[config.mk]
export PLATFORM = sky130hd
export DESIGN_NAME = ring_johnson_counter
export DESIGN_NICKNAME = d
export VERILOG_FILES = /design/src/rtl/ring_johnson_counter.sv
export SDC_FILE = /design/constraint.sdc
export NUM_CORES = 1
export LEC_CHECK = 0
export CAP_MARGIN = 25
export CORE_UTILIZATION = 45
export DETAILED_ROUTE_END_ITERATION = 12
export HOLD_SLACK_MARGIN = 0.03
export PLACE_DENSITY = 0.73
export SLEW_MARGIN = 20
export SYNTH_ARGS = -nofsm -noshare
export SYNTH_HDL_FRONTEND = slang
export SYNTH_SLANG_ARGS = --single-unit
[constraint.sdc]
create_clock -name clk -period 3.34 [get_ports clk]
set_input_delay 0.334 -clock clk [delete_from_list [all_inputs] [get_ports clk]]
set_output_delay 0.334 -clock clk [all_outputs]
set_load 0.05 [all_outputs]
[src/rtl/ring_johnson_counter.sv]
// ring_johnson_counter
//   Shift-register sequencer that runs as a one-hot ring counter (period WIDTH)
//   or a twisted-ring/Johnson counter (period 2*WIDTH), chosen at run time.
//   Illegal states, whether loaded or caused by an upset, are replaced by the
//   seed of the active mode and flagged.
//
// Ports
//   clk      in   rising-edge clock
//   reset    in   synchronous, active-high reset
//   en       in   advance enable (hold when low)
//   mode     in   0 = ring (one-hot), 1 = Johnson
//   dir      in   0 = shift toward LSB, 1 = shift toward MSB
//   load     in   parallel load strobe
//   load_val in   [WIDTH-1:0] value to load
//   ring     out  [WIDTH-1:0] registered counter state
//   wrap     out  one-cycle pulse: an advance returned the state to seed
//   err      out  one-cycle pulse: illegal state loaded/detected and reseeded
module ring_johnson_counter #(
    parameter int WIDTH = 4
) (
    input  logic             clk,
    input  logic             reset,
    input  logic             en,
    input  logic             mode,
    input  logic             dir,
    input  logic             load,
    input  logic [WIDTH-1:0] load_val,
    output logic [WIDTH-1:0] ring,
    output logic             wrap,
    output logic             err
);

    // Mode the current ring contents belong to; a mismatch with the mode
    // input forces a reseed before anything else happens.
    logic             mode_q;

    logic [WIDTH-1:0] ring_d;
    logic [WIDTH-1:0] adv;
    logic             mode_d;
    logic             wrap_d;
    logic             err_d;
    logic             cur_legal;
    logic             ld_legal;

    // Ring seed is the MSB alone; Johnson seed is all zeros.
    function automatic logic [WIDTH-1:0] seed_of(input logic m);
        logic [WIDTH-1:0] s;
        s = '0;
        if (!m) s[WIDTH-1] = 1'b1;
        return s;
    endfunction

    // Ring: exactly one bit set. Johnson: at most one boundary between
    // adjacent bits (no wrap-around comparison), which gives 2*WIDTH patterns.
    function automatic logic is_legal(input logic [WIDTH-1:0] v, input logic m);
        int unsigned ones;
        int unsigned flips;
        ones  = 0;
        flips = 0;
        for (int i = 0; i < WIDTH; i++) ones += 32'(v[i]);
        for (int i = 0; i < WIDTH - 1; i++) flips += 32'(v[i] ^ v[i+1]);
        return m ? (flips <= 1) : (ones == 1);
    endfunction

    // Bit shifted in is the bit shifted out, inverted in Johnson mode.
    function automatic logic [WIDTH-1:0] advance(input logic [WIDTH-1:0] v,
                                                 input logic m, input logic d);
        if (d) return {v[WIDTH-2:0], v[WIDTH-1] ^ m};
        else   return {v[0] ^ m, v[WIDTH-1:1]};
    endfunction

    assign cur_legal = is_legal(ring, mode_q);
    assign ld_legal  = is_legal(load_val, mode_q);
    assign adv       = advance(ring, mode_q, dir);

    always_comb begin
        ring_d = ring;
        mode_d = mode_q;
        wrap_d = 1'b0;
        err_d  = 1'b0;
        if (mode != mode_q) begin
            ring_d = seed_of(mode);
            mode_d = mode;
        end else if (load) begin
            if (ld_legal) begin
                ring_d = load_val;
            end else begin
                ring_d = seed_of(mode_q);
                err_d  = 1'b1;
            end
        end else if (en) begin
            if (!cur_legal) begin
                // Corrupted state: recover to seed instead of advancing.
                ring_d = seed_of(mode_q);
                err_d  = 1'b1;
            end else begin
                ring_d = adv;
                wrap_d = (adv == seed_of(mode_q));
            end
        end
    end

    always_ff @(posedge clk) begin
        if (reset) begin
            ring   <= seed_of(mode);
            mode_q <= mode;
            wrap   <= 1'b0;
            err    <= 1'b0;
        end else begin
            ring   <= ring_d;
            mode_q <= mode_d;
            wrap   <= wrap_d;
            err    <= err_d;
        end
    end

endmodule

==> impl_metrics.yaml, run 1 <==
clock_tree:
  clk_pin_slew_ns: 0.05
  clkLatencyLatePin_ns: 0.25
  cts_resized: 0
  postCtsSetupBuffers: 0
  cts_buffer_depth: 2
  htreeDepth: 1
  clkSinkCount: 7
  cts_hold_buf: 0
  cts_tree: "yes"
  ctsRootBufferMaster: "clkbuf_4"
  cts_made_buffers: 3
place:
  place_congestion: 0.733
  port-buffer-count: 15
  place_area_um2: 916
  hpwl_mm: 1.37
sta:
  tns_ns: 0
  tightest_slew_ns: 0.493
  clock.fmax_mhz: 329
  fin_crit_sh: 0.909
  drv_slew: 0
  maxSlewHeadroom: 0.670
  hold_viol: 0
  setup_viol: 0
  rsz0062_at_grt: "no"
  fin_skew_ns: 0.000769
  finalCriticalPeriod_ns: 3.04
worst_setup_path:
  worstPathMaxFanout: 7
  crit_required_ns: 3.34
  slowest_stage: "fa_1"
  cp-end-kind: "flip-flop"
  max_stage_delay_ns: 0.55
  crit_family: "adder cells"
  crit_type: "flip-flop to flip-flop"
  start_kind: "flip-flop"
  cp_cell_sequence: "inv_1, fa_1, inv_1, ha_1, ha_1, or4b_4, a221o_1, o221ai_1, a21oi_1"
  worst-path-buf-inv: 2
  worstPathArrival_ns: 3.03
drt:
  drtAntennaViolNets: 0
  route.vias.total: 694
  wl_mm: 1.75
  drc: 0
  wl_per_cell_um: 14.4
  drt_iter0_drc: 3
  dr.pass1.iters: 3
  avgViaCountPerCell: 5.74
finish:
  num_antenna_cells: 0
  area_growth_pct: 23.4
  drive_gt1_frac: 0.0857
  final_cell_mix: "clkdlybuf4s50_1, inv_1, a21oi_1, ha_1"
  nFillCells: 142
  nets: 126
  final_common_cell: "clkdlybuf4s50_1"
  fin_area_um2: 942
floorplanning:
  start_util: 0.495
  rows: 14
  die_area_um2: 1860
  chipWidth_um: 43.2
  die_y_um: 43.2
  core_um2: 1540
  pin_count: 16
synth:
  synth_top_cell_by_area: "dfxtp_1"
  ys_types: 33
  synthDominantCellAreaShare: 0.131
  synthTopCellsByArea: "dfxtp_1, ha_1, edfxtp_1"
  synth_edf_count: 2
  yosys_warnings: 0
  netlist_instances: 90
  syn_avg_cell_area_um2: 8.48
  syn_area_um2: 763
  ys_ff_latch: 7
  synth_seq_area_share: 0.210
  synth_flop_cell: "dfxtp_1"
  synth_fp_nets: 110
  async_reset_ff_frac: 0
pwr:
  ir_drop_v: 0.000182
  p_leak_nw: 0.395
  power.density_nw_per_um2: 341
global_route:
  grtUsageTotal: 0.231
  globalRoute.busiestLayer: "met2"
  antenna_found_initial: 0
  grt_pass1_wl_mm: 3.16
  grt_overflow_total: 0
  grt_use_met1: 0.289
  gr-usage-met3: 0.0511
  grt_util_met2: 0.379
  grt_pass1_vias: 688
  grt_max_degree: 15
hold_path:
  hold_path.class: "flip-flop to flip-flop"
job:
  maxCapViolCount: 0
status:
  status: "finished clean"
[flip-flops by register name (all words and copies together) (netlist names)]
name    flops
ring        4
err         1
mode_q      1
wrap        1
[worst reg2reg max path: cells and delay by family, from the launching register on]
family          cells  cell delay (ns)
fa+ha+maj           3             0.99
compound gates      3             0.59
simple gates        1             0.54
flops               1             0.48
buf+inv             2             0.19
[kinds of logic after synthesis]
logic type,count (synthesis),synth area share
AOI/OAI and AO/OA,26,0.234
xor gates and xnor gates,6,0.0689
adders and majority gates,10,0.184
buffers and inverters,16,0.0820
DFF,7,0.210
muxes,2,0.0262
and+or+nand+nor,23,0.195
[final timing paths]
check / from / slack (ns) / cells after the start / to
worst max register to register: ring[0] / 0.30 / 9 / ring[3]
worst min-delay path: ring[1] / 0.65 / 2 / ring[1]
worst min register to register: ring[1] / 0.65 / 2 / ring[1]
worst max-delay path: ring[0] / 0.30 / 9 / ring[3]
[where the power goes]
group          leakage, nW  internal, W  switching (W)  total [W]
Sequential          0.0615    0.0000941      0.0000121   0.000106
Combinational        0.319    0.0000633      0.0000757   0.000139
Clock               0.0150    0.0000456      0.0000307  0.0000762
[stage by stage]
stage | utilization | hold WS [ns] | instances | worst slack, ns | total power, W
3_3_place_gp | 0.594 | 0.637 | 117 | 0.337 | 0.000240
6_report | 0.611 | 0.653 | 121 | 0.303 | 0.000321
4_1_cts | 0.611 | 0.656 | 121 | 0.261 | 0.000325
5_1_grt | 0.611 | 0.712 | 121 | 0.154 | 0.000351
3_5_place_dp | 0.594 | 0.650 | 117 | 0.273 | 0.000247
2_1_floorplan | - | 0.433 | 90 | 0.138 | 0.000203
[synth_stat cells (all sizes together), types with 2 or more instances]
library cell and number:
inv 12, a21oi 9, ha 8, dfxtp 5, nor2 5, nand2 4, o211ai 4, xor2 4
a31oi 3, nor4b 3, o21ai 3, buf 2, clkbuf 2, edfxtp 2, fa 2, mux2i 2
nand2b 2, nor3b 2, o21a 2, or2 2, xnor2 2
[cell type report]
cell class / instances / area, um^2 / share of cell area
clock buffers: 4 / 26.3 / 0.0279
inverters: 12 / 45.0 / 0.0478
multi-input cells: 67 / 541 / 0.574
flip-flops and latches: 7 / 160 / 0.170
well taps: 16 / 20.0 / 0.0212
repair buffers: 15 / 150 / 0.159
[routing by layer]
| metal | part of all wire | routed length [um] |
|---|---|---|
| met5 | 0 | 0 |
| met4 | 0.0080 | 14 |
| met3 | 0.011 | 20 |
| met2 | 0.53 | 918 |
| met1 | 0.45 | 792 |
Note: power is estimated with default switching activity, not from simulation.
==> run 2, diff against run 1 <==
HOLD_SLACK_MARGIN = default   (was 0.03)
==> results of run 2 <==
The final DEF is identical to that of run 1; final timing and power are the same.
